<file path="src/rtl/vtg_pkg.sv">
// -----------------------------------------------------------------------------
// vtg_pkg
// Shared types and constants for the video timing / test pattern generator.
//   vtg_mode_e : pattern select (SOLID, BARS, CHECKER, FILL)
//   BAR_TABLE  : colour-bar palette, entry 0 is the leftmost bar
// -----------------------------------------------------------------------------
package vtg_pkg;

   typedef enum logic [1:0] {
      SOLID   = 2'd0,
      BARS    = 2'd1,
      CHECKER = 2'd2,
      FILL    = 2'd3
   } vtg_mode_e;

   localparam int unsigned NUM_BARS = 8;

   localparam logic [23:0] RGB_WHITE = 24'hFFFFFF;
   localparam logic [23:0] RGB_BLACK = 24'h000000;

   // Packed so entry 0 (white) sits in the low bits; index with the bar number.
   localparam logic [NUM_BARS-1:0][23:0] BAR_TABLE = {
      24'h000000,  // 7 black
      24'h0000FF,  // 6 blue
      24'hFF0000,  // 5 red
      24'hFF00FF,  // 4 magenta
      24'h00FF00,  // 3 green
      24'h00FFFF,  // 2 cyan
      24'hFFFF00,  // 1 yellow
      24'hFFFFFF   // 0 white
   };

endpackage

</file>
<file path="src/rtl/vtg_counter.sv">
// -----------------------------------------------------------------------------
// vtg_counter
// Horizontal/vertical raster counters and the raw (unregistered) sync and
// data-enable decode. Line order is back porch, active, front porch, sync.
// Ports:
//   clk_pixel, rst_n : pixel clock, asynchronous active-low reset
//   en               : run enable; low holds both counters at 0
//   cnt_h, cnt_v     : raw raster position
//   hs, vs           : sync at its asserted polarity during the sync interval
//   de               : high inside the active window
// -----------------------------------------------------------------------------
module vtg_counter #(
   parameter int unsigned H_BPORCH = 40,
   parameter int unsigned H_ACTIVE = 2560,
   parameter int unsigned H_FPORCH = 8,
   parameter int unsigned H_SYNC   = 32,
   parameter int unsigned H_POLAR  = 1,
   parameter int unsigned V_BPORCH = 6,
   parameter int unsigned V_ACTIVE = 1440,
   parameter int unsigned V_FPORCH = 13,
   parameter int unsigned V_SYNC   = 8,
   parameter int unsigned V_POLAR  = 0,
   parameter int unsigned CNT_W    = 12
) (
   input  logic             clk_pixel,
   input  logic             rst_n,
   input  logic             en,
   output logic [CNT_W-1:0] cnt_h,
   output logic [CNT_W-1:0] cnt_v,
   output logic             hs,
   output logic             vs,
   output logic             de
);

   localparam int unsigned H_TOTAL = H_BPORCH + H_ACTIVE + H_FPORCH + H_SYNC;
   localparam int unsigned V_TOTAL = V_BPORCH + V_ACTIVE + V_FPORCH + V_SYNC;

   if ($clog2(H_TOTAL) > CNT_W) begin : g_h_width_err
      $error("vtg_counter: h_total %0d does not fit in CNT_W=%0d", H_TOTAL, CNT_W);
   end
   if ($clog2(V_TOTAL) > CNT_W) begin : g_v_width_err
      $error("vtg_counter: v_total %0d does not fit in CNT_W=%0d", V_TOTAL, CNT_W);
   end

   localparam logic [CNT_W-1:0] H_LAST       = CNT_W'(H_TOTAL - 1);
   localparam logic [CNT_W-1:0] V_LAST       = CNT_W'(V_TOTAL - 1);
   localparam logic [CNT_W-1:0] H_DE_START   = CNT_W'(H_BPORCH);
   localparam logic [CNT_W-1:0] H_DE_END     = CNT_W'(H_BPORCH + H_ACTIVE);
   localparam logic [CNT_W-1:0] H_SYNC_START = CNT_W'(H_BPORCH + H_ACTIVE + H_FPORCH);
   localparam logic [CNT_W-1:0] V_DE_START   = CNT_W'(V_BPORCH);
   localparam logic [CNT_W-1:0] V_DE_END     = CNT_W'(V_BPORCH + V_ACTIVE);
   localparam logic [CNT_W-1:0] V_SYNC_START = CNT_W'(V_BPORCH + V_ACTIVE + V_FPORCH);
   localparam logic             HS_ON        = (H_POLAR != 0);
   localparam logic             VS_ON        = (V_POLAR != 0);

   logic [CNT_W-1:0] cnt_h_q, cnt_h_d;
   logic [CNT_W-1:0] cnt_v_q, cnt_v_d;

   always_comb begin
      cnt_h_d = cnt_h_q;
      cnt_v_d = cnt_v_q;
      if (!en) begin
         cnt_h_d = '0;
         cnt_v_d = '0;
      end else if (cnt_h_q == H_LAST) begin
         cnt_h_d = '0;
         cnt_v_d = (cnt_v_q == V_LAST) ? '0 : cnt_v_q + 1'b1;
      end else begin
         cnt_h_d = cnt_h_q + 1'b1;
      end
   end

   always_ff @(posedge clk_pixel or negedge rst_n) begin
      if (!rst_n) begin
         cnt_h_q <= '0;
         cnt_v_q <= '0;
      end else begin
         cnt_h_q <= cnt_h_d;
         cnt_v_q <= cnt_v_d;
      end
   end

   assign cnt_h = cnt_h_q;
   assign cnt_v = cnt_v_q;
   assign hs    = (cnt_h_q >= H_SYNC_START) ? HS_ON : ~HS_ON;
   assign vs    = (cnt_v_q >= V_SYNC_START) ? VS_ON : ~VS_ON;
   assign de    = (cnt_h_q >= H_DE_START) && (cnt_h_q < H_DE_END) &&
                  (cnt_v_q >= V_DE_START) && (cnt_v_q < V_DE_END);

endmodule

</file>
<file path="src/rtl/vtg_pattern_gen.sv">
// -----------------------------------------------------------------------------
// vtg_pattern_gen
// Video timing generator with built-in test patterns. Every output is
// registered one clock after the raster counters so all of them stay aligned.
// Ports:
//   clk_pixel, rst_n        : pixel clock, asynchronous active-low reset
//   en                      : run enable (PLL lock); low forces reset outputs
//   mode                    : pattern select, latched at the start of a frame
//   solid_rgb               : {R,G,B} colour for SOLID mode
//   rgb_hs, rgb_vs, rgb_de  : syncs and data enable
//   rgb_r, rgb_g, rgb_b     : pixel colour, 0 outside the active window
//   pos_x, pos_y            : active-area coordinates, 0 outside it
//   sof                     : one-cycle start-of-frame pulse
// -----------------------------------------------------------------------------
module vtg_pattern_gen
   import vtg_pkg::*;
#(
   parameter int unsigned H_BPORCH   = 40,
   parameter int unsigned H_ACTIVE   = 2560,
   parameter int unsigned H_FPORCH   = 8,
   parameter int unsigned H_SYNC     = 32,
   parameter int unsigned H_POLAR    = 1,
   parameter int unsigned V_BPORCH   = 6,
   parameter int unsigned V_ACTIVE   = 1440,
   parameter int unsigned V_FPORCH   = 13,
   parameter int unsigned V_SYNC     = 8,
   parameter int unsigned V_POLAR    = 0,
   parameter int unsigned CNT_W      = 12,
   parameter int unsigned CHECK_LOG2 = 5
) (
   input  logic             clk_pixel,
   input  logic             rst_n,
   input  logic             en,
   input  logic [1:0]       mode,
   input  logic [23:0]      solid_rgb,
   output logic             rgb_hs,
   output logic             rgb_vs,
   output logic             rgb_de,
   output logic [7:0]       rgb_r,
   output logic [7:0]       rgb_g,
   output logic [7:0]       rgb_b,
   output logic [CNT_W-1:0] pos_x,
   output logic [CNT_W-1:0] pos_y,
   output logic             sof
);

   localparam int unsigned H_TOTAL = H_BPORCH + H_ACTIVE + H_FPORCH + H_SYNC;
   localparam int unsigned V_TOTAL = V_BPORCH + V_ACTIVE + V_FPORCH + V_SYNC;
   localparam int unsigned BAR_W   = H_ACTIVE / NUM_BARS;

   if (CHECK_LOG2 >= CNT_W) begin : g_check_err
      $error("vtg_pattern_gen: CHECK_LOG2 %0d must be below CNT_W %0d", CHECK_LOG2, CNT_W);
   end

   localparam logic [CNT_W-1:0] H_LAST   = CNT_W'(H_TOTAL - 1);
   localparam logic [CNT_W-1:0] V_LAST   = CNT_W'(V_TOTAL - 1);
   localparam logic [23:0]      FILL_MAX = 24'(H_ACTIVE * V_ACTIVE - 1);
   localparam logic             HS_ON    = (H_POLAR != 0);
   localparam logic             VS_ON    = (V_POLAR != 0);

   logic [CNT_W-1:0] cnt_h, cnt_v;
   logic             hs_raw, vs_raw, de_raw;

   vtg_counter #(
      .H_BPORCH (H_BPORCH),
      .H_ACTIVE (H_ACTIVE),
      .H_FPORCH (H_FPORCH),
      .H_SYNC   (H_SYNC),
      .H_POLAR  (H_POLAR),
      .V_BPORCH (V_BPORCH),
      .V_ACTIVE (V_ACTIVE),
      .V_FPORCH (V_FPORCH),
      .V_SYNC   (V_SYNC),
      .V_POLAR  (V_POLAR),
      .CNT_W    (CNT_W)
   ) u_counter (
      .clk_pixel (clk_pixel),
      .rst_n     (rst_n),
      .en        (en),
      .cnt_h     (cnt_h),
      .cnt_v     (cnt_v),
      .hs        (hs_raw),
      .vs        (vs_raw),
      .de        (de_raw)
   );

   logic frame_start, frame_wrap;
   assign frame_start = en && (cnt_h == '0) && (cnt_v == '0);
   assign frame_wrap  = en && (cnt_h == H_LAST) && (cnt_v == V_LAST);

   logic [CNT_W-1:0] pos_x_c, pos_y_c;
   always_comb begin
      pos_x_c = '0;
      pos_y_c = '0;
      if (de_raw) begin
         pos_x_c = cnt_h - CNT_W'(H_BPORCH);
         pos_y_c = cnt_v - CNT_W'(V_BPORCH);
      end
   end

   // Bar index by comparison against constant boundaries; anything past the
   // last full bar lands on index 7 (black).
   logic [2:0] bar_idx;
   always_comb begin
      bar_idx = '0;
      for (int unsigned k = 1; k < NUM_BARS; k++) begin
         if (32'(pos_x_c) >= k * BAR_W) bar_idx = 3'(k);
      end
   end

   vtg_mode_e   mode_q, mode_d;
   logic [23:0] fill_idx_q, fill_idx_d;
   logic [23:0] fill_thr_q, fill_thr_d;

   always_comb begin
      mode_d     = frame_start ? vtg_mode_e'(mode) : mode_q;
      fill_idx_d = fill_idx_q;
      if (!en || (vs_raw == VS_ON)) fill_idx_d = '0;
      else if (de_raw)              fill_idx_d = fill_idx_q + 24'd1;
      // Advance as the raster wraps into the next frame's first pixel, so the
      // first frame after reset or enable shows threshold 0.
      fill_thr_d = fill_thr_q;
      if (frame_wrap) fill_thr_d = (fill_thr_q == FILL_MAX) ? '0 : fill_thr_q + 24'd1;
   end

   logic [23:0] pix_rgb;
   always_comb begin
      pix_rgb = RGB_BLACK;
      if (de_raw) begin
         case (mode_q)
            SOLID:   pix_rgb = solid_rgb;
            BARS:    pix_rgb = BAR_TABLE[bar_idx];
            CHECKER: pix_rgb = (pos_x_c[CHECK_LOG2] ^ pos_y_c[CHECK_LOG2]) ? RGB_BLACK
                                                                         : RGB_WHITE;
            FILL:    pix_rgb = (fill_idx_q < fill_thr_q) ? RGB_WHITE : RGB_BLACK;
            default: pix_rgb = RGB_BLACK;
         endcase
      end
   end

   logic             hs_q, hs_d, vs_q, vs_d, de_q, de_d, sof_q, sof_d;
   logic [23:0]      rgb_q, rgb_d;
   logic [CNT_W-1:0] pos_x_q, pos_x_d, pos_y_q, pos_y_d;

   always_comb begin
      hs_d    = ~HS_ON;
      vs_d    = ~VS_ON;
      de_d    = 1'b0;
      sof_d   = 1'b0;
      rgb_d   = RGB_BLACK;
      pos_x_d = '0;
      pos_y_d = '0;
      if (en) begin
         hs_d    = hs_raw;
         vs_d    = vs_raw;
         de_d    = de_raw;
         sof_d   = frame_start;
         rgb_d   = pix_rgb;
         pos_x_d = pos_x_c;
         pos_y_d = pos_y_c;
      end
   end

   always_ff @(posedge clk_pixel or negedge rst_n) begin
      if (!rst_n) begin
         mode_q     <= SOLID;
         fill_idx_q <= '0;
         fill_thr_q <= '0;
         hs_q       <= ~HS_ON;
         vs_q       <= ~VS_ON;
         de_q       <= 1'b0;
         sof_q      <= 1'b0;
         rgb_q      <= RGB_BLACK;
         pos_x_q    <= '0;
         pos_y_q    <= '0;
      end else begin
         mode_q     <= mode_d;
         fill_idx_q <= fill_idx_d;
         fill_thr_q <= fill_thr_d;
         hs_q       <= hs_d;
         vs_q       <= vs_d;
         de_q       <= de_d;
         sof_q      <= sof_d;
         rgb_q      <= rgb_d;
         pos_x_q    <= pos_x_d;
         pos_y_q    <= pos_y_d;
      end
   end

   assign rgb_hs = hs_q;
   assign rgb_vs = vs_q;
   assign rgb_de = de_q;
   assign sof    = sof_q;
   assign rgb_r  = rgb_q[23:16];
   assign rgb_g  = rgb_q[15:8];
   assign rgb_b  = rgb_q[7:0];
   assign pos_x  = pos_x_q;
   assign pos_y  = pos_y_q;

endmodule

</file>
<file path="config.mk">
export PLATFORM = sky130hd
export DESIGN_NAME = vtg_pattern_gen
export DESIGN_NICKNAME = d
export VERILOG_FILES = /design/src/rtl/vtg_pkg.sv /design/src/rtl/vtg_counter.sv /design/src/rtl/vtg_pattern_gen.sv
export SDC_FILE = /design/constraint.sdc
export NUM_CORES = 1
export LEC_CHECK = 0
export CORE_UTILIZATION = 55
export CTS_CLUSTER_DIAMETER = 100
export DETAILED_ROUTE_END_ITERATION = 7
export GPL_TIMING_DRIVEN = 1
export HOLD_SLACK_MARGIN = 0.05
export PLACE_DENSITY = 0.81
export SETUP_SLACK_MARGIN = 0.4
export SYNTH_ARGS = -nofsm -noshare
export SYNTH_HDL_FRONTEND = slang
export SYNTH_SLANG_ARGS = --single-unit
export TNS_END_PERCENT = 5
</file>
<file path="constraint.sdc">
create_clock -name clk_pixel -period 3.3 [get_ports clk_pixel]
set_clock_uncertainty 0.1 [all_clocks]
set_input_delay 0.33 -clock clk_pixel [delete_from_list [all_inputs] [get_ports clk_pixel]]
set_output_delay 0.33 -clock clk_pixel [all_outputs]
set_load 0.01 [all_outputs]
</file>
======== Word-level counts from Yosys, hierarchy flattened ========
Memory sizes are Yosys's and may differ from the RTL's.
Index checks and enable logic that the tools add are counted.
cells by class
  multiplexer cells ....................... 31
  shifts and indexed selects .............. 0
  eq/ne operators ......................... 7
  $mul .................................... 0
  add/subtract/negate cells ............... 6
  div/mod/pow operators ................... 0
  reductions and logical operators ........ 13
  bitwise logic cells ..................... 1
  $lt $le $gt $ge ......................... 15
operators with widths
  cell                     count
  $mux W24                 8
  $mux W12                 9
  $pmux W24 S4             1
  $add A24 B1 Y24 const B  2
  $ge A12 B11 Y1 const B   4
  $add A12 B1 Y12 const B  2
  $eq A24 B22 Y1 const B   1
  $ge A12 B10 Y1 const B   2
  $ge A12 B12 Y1 const B   2
  $logic_not A12 Y1        2
  $lt A24 B24 Y1           1
  $mux W3                  6
  $eq A12 B11 Y1 const B   1
  $eq A12 B12 Y1 const B   1
  $ge A12 B3 Y1 const B    1
  $ge A12 B6 Y1 const B    1
  $ge A12 B9 Y1 const B    1
  $lt A12 B11 Y1 const B   1
  $lt A12 B12 Y1 const B   1
  $sub A12 B3 Y12 const B  1
  $sub A12 B6 Y12 const B  1
  $logic_and A1 B1 Y1      7
  $mux W1                  7
  $eq A2 B2 Y1 const B     2
  8 further kinds          8
storage, ports and cells
  output and inout bits ................... 52
  logic and storage cells ................. 86
  bits in read-only memories .............. 192
  memory bits (writable) .................. 0
  bits in registers ....................... 126
  memories ................................ 1
  bits in latches ......................... 0
memory list
  memory            words  width  rd ports  clocked after Yosys merged registers in  wr ports  RTL line                RTL
  (name not given)  8      24     1         0                                        0         vtg_pattern_gen.sv:132  BARS: pix_rgb = BAR_TABLE[bar_idx];

======== Logic depth before layout (Yosys ltp) ========
Gate-level depths: netlist of the first run.
  depth after elaboration ................. 18
  gate-level depth with buffers ........... 12
  gate-level depth less buffers ........... 9

======== By module ========
A second synthesis of the first run with hierarchy kept.
unflattened totals
  cells, all modules ...................... 732
  area, all modules ....................... 6,884.1 um2
by module, submodules not included
  module           times used  area an instance (um2)  seq. area each (um2)  cells each
  vtg_pattern_gen  1           5,332.6                 2,553.7               560
  vtg_counter      1           1,551.5                 600.6                 172

======== Least setup slack after synthesis of the first run ========
OpenSTA, ideal clock, no wires.
  path kind ............................... register to register
  from .................................... register u_counter.cnt_h_q[4], in the netlist u_counter.cnt_h[4]
  to ...................................... register rgb_q[0]
  library setup time ...................... 132 ps
  path slack .............................. 470 ps
  buffers on the path ..................... 3
  stages on the path, launching flop included .. 13
  arrival ................................. 2,597 ps
  cell sequence ........................... dfrtp_1 -> clkbuf_1 -> inv_1 -> ha_1 -> clkbuf_1 -> nor2b_1 -> nor3_1 -> or2_2 -> buf_1 -> a311oi_1 -> a22oi_1 -> a211oi_4 -> nor2_1
on the way
  cells in the longest elaborated chain, start to end .. 18
  elaborated cells on any way between the ends .. 29
ends and longest elaborated chain
  item                                                    RTL line                RTL
  from (decl)                                             vtg_counter.sv:56       logic [CNT_W-1:0] cnt_h_q, cnt_h_d;
  from (signal assigned)                                  vtg_counter.sv:78       cnt_h_q <= cnt_h_d;
  $ge A12 B6 Y1 / $lt A12 B12 Y1 (equally long branches)  vtg_counter.sv:87       assign de = (cnt_h_q >= H_DE_START) && (cnt_h_q < H_DE_END) &&
  $logic_and A1 B1 Y1 (2 in a row)                        vtg_counter.sv:87
  $logic_and A1 B1 Y1                                     vtg_counter.sv:88       (cnt_v_q >= V_DE_START) && (cnt_v_q < V_DE_END);
  $mux W12                                                vtg_pattern_gen.sv:95   if (de_raw) begin
  $ge A12 B9 Y1                                           vtg_pattern_gen.sv:107  if (32'(pos_x_c) >= k * BAR_W) bar_idx = 3'(k);
  $mux W1                                                 vtg_pattern_gen.sv:107
  $mux W3 (6 in a row)                                    vtg_pattern_gen.sv:107
  $mem_v2 Z8 W24                                          --
  $mux W24 (implied by the code)                          vtg_pattern_gen.sv:132
  $pmux W24 S4                                            vtg_pattern_gen.sv:130  case (mode_q)
  $mux W24 (*)                                            vtg_pattern_gen.sv:129  if (de_raw) begin
  $mux W24 (*)                                            vtg_pattern_gen.sv:153  if (en) begin
  net rgb_d[0]                                            vtg_pattern_gen.sv:142  logic [23:0] rgb_q, rgb_d;
  to (signal assigned)                                    vtg_pattern_gen.sv:184  rgb_q <= rgb_d;
  to (decl)                                               vtg_pattern_gen.sv:142
The timed path passes the listed nets; every way through them passes the cells marked *. The select of a mux whose other input is x is not followed.
A chain may end at the register's enable or synchronous reset.

======== Final worst setup path of the first run ========
  from .................................... register u_counter.cnt_h_q[2], in the netlist u_counter.cnt_h[2]
  to ...................................... register fill_idx_q[16]
on the way
  cells in the longest elaborated chain, start to end .. 5
  elaborated cells on any way between the ends .. 6
ends and longest elaborated chain
  item                                                    RTL line                RTL
  $ge A12 B6 Y1 / $lt A12 B12 Y1 (equally long branches)  vtg_counter.sv:87
  $logic_and A1 B1 Y1 (*) (2 in a row)                    vtg_counter.sv:87
  $logic_and A1 B1 Y1 (*)                                 vtg_counter.sv:88
  $reduce_bool A2 Y1 (no line) (*)                        --
  to (signal assigned)                                    vtg_pattern_gen.sv:178  fill_idx_q <= fill_idx_d;
  to (decl)                                               vtg_pattern_gen.sv:112  logic [23:0] fill_idx_q, fill_idx_d;
Mark *: on every way between the ends. The rest lies on a longest branch, timed or not.

==> results.toml, run 1 <==
[clock_network]
cts_tree = "yes"
cts_buffers = 17
cts.sinks = 126
cts.clk_slew.worst_paths_ns = 0.05
cts_buffer_depth = 2
cts-root-buf = "clkbuf_16"
clock_latency_ns = 0.42
htree_levels = 4

[status]
status = "finished, final reports clean"

[sta]
hold_viol = 0
setup_viol = 0
fmax_mhz = 345.3
period_needed_ns = 2.896
period_share_pct = 87.77
drv_slew = 0
holdWs_ns = 0.3748
rsz0062_at_grt = "true"
timing.setup.tns_ns = 0
worstMarginPinSlew_ns = 0.8910
slew_headroom_pct = 40.46
setup_ws_ns = 0.4036

[critical_path]
critPathArrivalTime_ns = 3.11
crit_type = "reg -> reg"
crit_chain = "or4b_4 > nor4b_4 > o21ai_2 > nor4_4 > buf_6 > nand3_2 > or3_1 > a21oi_2"
critPathSlowestCell = "or4b_4"
required_ns = 3.52
ff2ff_setup_slack_ns = 0.40
rr_worst_depth = 8
startpoint_type = "flip-flop"
path_max_fanout = 5
cp_slowest_stage_delay_ns = 0.57
path_buf_inv = 1
end_kind = "flip-flop"
cp_top_family = "simple AND/OR/NAND/NOR gates"
reg2reg_to = "fill_idx_q[16]"
r2r_start = "u_counter.cnt_h[2]"

[synthesis]
synth_area_um2 = 6932
ys_ff_latch = 126
synth_cells = 737
ys_async_sr_fraction_pct = 100.0
yosysMostFrequentCell = "dfrtp_1"
synthTopCellsByCount = "dfrtp_1 (125), nor2_1 (99), o21ai_0 (63), nand2_1 (49), nand3_1 (38)"
synth_cell_types = 71
yosys.area.top_type_share_pct = 45.13
ys_seq_area_share_pct = 45.51
synth_nets = 801
avgSynthCellArea_um2 = 9.405
netlist_top_cells_area = "dfrtp_1 (45%), ha_1 (6.3%), nor2_1 (5.4%), o21ai_0 (4.5%), xnor2_1 (4.4%)"
synthFlopType = "dfrtp_1"
synth_area_leader_cell = "dfrtp_1"
ys_warn_count = 0
synth-edff-count = 0

[layout]
postLayoutCoreUtil_pct = 73.25
layout.cells.non_filler = 1021
antenna_cells = 0
fin_area_um2 = 8909
final_nets = 904
area_delta_synth_final_pct = 28.52
drive_gt1_share_pct = 14.77

[global_route]
track_usage_pct = 27.25
grt_pass1_wl_um = 27970
grt_pass1_vias = 5869
grt_overflow = 0
grt_max_degree = 74
antenna_found_initial = 0

[placement]
place_ws_ns = 0.2240
place_congestion = 0.9280
place_area_um2 = 7930
placedCellCount = 965
dp_hpwl_um = 11470
numPortBuffers = 80

[drt]
viasPerCell = 5.890
wl_per_cell_um = 17.22
ant_nets = 0
wirelength_um = 17580
num_vias = 6014
first_pass_iters = 7
drtIter0Drc = 619
drc = 0

[worst_hold_path]
whs_endpoint = "u_counter.cnt_h[0]"
hold_path_depth = 1
holdCritStartpoint = "u_counter.cnt_h[0]"
hold_class = "reg -> reg"

[floorplan]
start_util_pct = 57.00
dieArea_um2 = 13060
die_w_um = 114.3
placementRows = 40
design.core.area_um2 = 12160
pin_count = 81
dieHeight_um = 114.3

[power]
total_power_mw = 3.882
power_density_nw_per_um2 = 435.8
irDropWorstVdd_v = 0.0003646
leakagePower_nw = 3.906

[flow_run]
maxCapViolations = 0
[kinds of logic (layout without fill, tap and decap cells)]
kind of cell / count (synthesis) / count (layout) / synth area share, %
simple gates: 303 / 303 / 23.38
compound gates: 134 / 134 / 12.20
flops: 126 / 126 / 45.51
buf+inv: 75 / 191 / 4.386
xor+xnor: 59 / 59 / 7.455
fa+ha+maj: 36 / 36 / 6.462
mux: 4 / 4 / 0.6137
[layer usage]
metal  vias to the layer above  track usage [%]  wire length [µm]  part of all wire [%]
li1                       2778                -                 -                     -
met2                       225            45.01              8971                    51
met5                         -                0                 0                     0
met3                        50            6.829               898                   5.1
met1                      2961            33.48              7194                    41
met4                         0            13.07               515                   2.9
[where the power goes]
| part | switching [mW] | internal [mW] |
|---|---|---|
| logic | 0.141 | 0.102 |
| clock network | 0.661 | 1.40 |
| registers | 0.0201 | 1.56 |
[flip-flops by register name (all words and copies together), names as in the netlist]
name             cells
fill_idx_q          24
fill_thr_q          24
rgb_q               24
pos_x               12
pos_y               12
u_counter.cnt_h     12
u_counter.cnt_v     12
mode_q               2
rgb_de               1
rgb_hs               1
rgb_vs               1
sof                  1
[cell type report]
| class | instances | area [µm²] |
|---|---|---|
| Timing Repair Buffer | 119 | 1126 |
| Multi-Input combinational cell | 536 | 3588 |
| Clock inverter | 10 | 183.9 |
| Clock buffer | 22 | 474.2 |
| Timing Repair inverter | 3 | 22.52 |
| Inverter | 37 | 142.6 |
| Fill cell | 847 | 3253 |
| Sequential cell | 126 | 3161 |
| Tap cell | 168 | 210.2 |
[worst max-delay path by stage]
stage	startpoint	to	slack (ns)	cells after the start
3_3_place_gp	en	fill_thr_q[19]	0.26	8
5_1_grt	u_counter.cnt_h[2]	fill_idx_q[16]	0.34	8
4_1_cts	u_counter.cnt_h[2]	fill_idx_q[22]	0.38	8
3_5_place_dp	en	fill_thr_q[19]	0.22	8
2_1_floorplan	u_counter.cnt_h[4]	rgb_q[0]	0.47	12
6_report	u_counter.cnt_h[2]	fill_idx_q[16]	0.40	8
[layout by cell type (no fill, tap or decap), types with 4 or more instances in the layout]
master	instances
a21oi_2	4
clkdlybuf4s50_1	79
inv_1	35
nor2_1	99
or2_2	4
xnor2_1	35
ha_1	33
a21oi_1	22
nand4_1	21
nand3_1	37
a31oi_1	4
clkbuf_16	17
nand2_1	48
dfrtp_2	5
nor2b_1	5
o21ai_0	62
o31ai_1	6
bufinv_16	5
and3_1	14
and2_1	7
clkinvlp_4	6
nor4_1	9
or4_1	4
xor2_1	24
dfrtp_1	120
nor3_1	13
or3_1	7
buf_4	34
[timing repair]
action,in CTS,in global routing
setup endpoints to repair,30,41
hold endpoints to repair,53,0
gates cloned,3,2
resized for setup,11,24
buffers inserted,1,17
hold buffers,1,0
pin swaps,1,11
Note: power is estimated with default switching activity, not from simulation.
==> run 2: changes to the inputs <==
--- a/config.mk
+++ b/config.mk
@@ -8,6 +8,7 @@
 export CORE_UTILIZATION = 55
 export CTS_CLUSTER_DIAMETER = 100
 export DETAILED_ROUTE_END_ITERATION = 7
+export GPL_ROUTABILITY_DRIVEN = 0
 export GPL_TIMING_DRIVEN = 1
 export HOLD_SLACK_MARGIN = 0.05
 export PLACE_DENSITY = 0.81
==> results.toml, run 2 (synthesized netlist as in run 1, its figures left out) <==
[status]
status = "finished, final reports clean"

[critical_path]
path_max_fanout = 10
cp_slowest_stage_delay_ns = 0.52
crit_chain = "or3_4 > or4_4 > xnor2_1 > a311oi_1 > a22oi_2 > a211oi_4 > nor2_1"
startpoint_type = "flip-flop"
required_ns = 3.49
path_buf_inv = 0
crit_type = "reg -> reg"
critPathSlowestCell = "or4_4"
cp_top_family = "simple AND/OR/NAND/NOR gates"
critPathArrivalTime_ns = 3.05
end_kind = "flip-flop"

[sta]
drv_slew = 0
fmax_mhz = 349.7
worstMarginPinSlew_ns = 0.8775
rsz0062_at_grt = "true"
slew_headroom_pct = 40.86
holdWs_ns = 0.3952
hold_viol = 0
period_share_pct = 86.65
setup_viol = 0
timing.setup.tns_ns = 0
period_needed_ns = 2.859

[floorplan]
dieHeight_um = 114.3
dieArea_um2 = 13060
design.core.area_um2 = 12160
placementRows = 40
start_util_pct = 57.00
die_w_um = 114.3
pin_count = 81

[worst_hold_path]
hold_class = "in -> async"

[power]
p_seq_share_pct = 43.3
power_density_nw_per_um2 = 420.7
leakagePower_nw = 3.812
power_frac_comb_pct = 6.0
internal_power_mw = 2.843
clock_power_share_pct = 50.7
p_switching_mw = 0.8057
swShare_pct = 22.08
irDropWorstVdd_v = 0.0003252

[clock_network]
cts_tree = "yes"
htree_levels = 4
cts-root-buf = "clkbuf_16"
cts.sinks = 126
clock_latency_ns = 0.43
cts_buffer_depth = 2
cts_buffers = 17
cts.clk_slew.worst_paths_ns = 0.05

[drt]
drc = 0
first_pass_iters = 6
drtIter0Drc = 531
wirelength_um = 17140
viasPerCell = 5.875
wl_per_cell_um = 16.97
ant_nets = 0
num_vias = 5934

[placement]
dp_hpwl_um = 11550
numPortBuffers = 80

[layout]
layout_common_cells = "dfrtp_1 (122), nor2_1 (98), clkdlybuf4s50_1 (79)"
layout_commonest_cell = "dfrtp_1"
reg.largest.list = "fill_idx_q x24, fill_thr_q x24, rgb_q x24"
antenna_cells = 0
drive_gt1_share_pct = 12.23
final_nets = 893
area_delta_synth_final_pct = 25.13

[global_route]
grt_overflow = 0
grt_pass1_vias = 5839
grt_max_degree = 56
track_usage_pct = 27.47
grt_pass1_wl_um = 27720
antenna_found_initial = 0

[flow_run]
maxCapViolations = 0
## run 2: changes by cell type in the layout (fill, tap and decap cells not counted), moves of 3 or more
cell        delta
a21oi_2        -4
clkinv_2       +3
a21oi_1        +4
clkinvlp_4     -3
buf_4         -10
clkbuf_1       +4
## run 2: power groups by stage
stage / sequential [mW] / clock, mW / combinational [mW]
floorplan: 1.60 / 0 / 0.111
global placement: 1.60 / 0 / 0.209
detailed placement: 1.61 / 0 / 0.216
CTS: 1.58 / 1.87 / 0.221
global route: 1.58 / 1.95 / 0.243
finish: 1.58 / 1.85 / 0.219
## run 2: final timing paths
kind	end	slack, ns	startpoint	cells after the start
setup / recovery	rgb_q[2]	0.44	u_counter.cnt_h[8]	7
hold / removal	fill_idx_q[22]	0.40	rst_n	2
setup reg to reg	rgb_q[2]	0.44	u_counter.cnt_h[8]	7
hold reg to reg	u_counter.cnt_h[0]	0.40	u_counter.cnt_h[0]	1
max in group asynchronous	mode_q[1]	1.88	rst_n	3
min in group clk_pixel	mode_q[1]	0.40	mode[1]	3
## run 2: layout make-up
cell class	count	area (µm²)
repair buffers	108	1022
well taps	168	210.2
flip-flops and latches	126	3158
clock buffers	24	461.7
clock inverters	8	115.1
multi-input cells	536	3543
repair inverters	3	20.02
fillers	857	3488
inverters	37	142.6
## run 2: repair_timing
action,CTS,global route
endpoints found under the hold margin,53,0
setup buffers,0,8
pin swaps,0,7
hold buffers,1,0
setup endpoints to repair,26,58
gates resized for setup,6,15
gates cloned,2,2
## run 2: metrics by stage
step	power [mW]	setup slack, ns	cell area [µm²]	std cells	utilization (%)
CTS	3.669	0.3506	8543	1000	70.25
floorplan	1.714	0.4705	6932	737	-
global route	3.773	0.3268	8673	1010	71.32
finish	3.649	0.4405	8673	1010	71.32
detailed placement	1.822	0.2439	7930	965	65.21
global placement	1.813	0.2730	7930	965	65.21
## run 2: routing by layer
metal	track usage (%)	vias up	share of wire, %
li1	-	2768	-
met1	32.80	2909	41
met2	46.46	210	51
met3	6.564	47	4.9
met4	13.85	0	2.9
met5	0	-	0
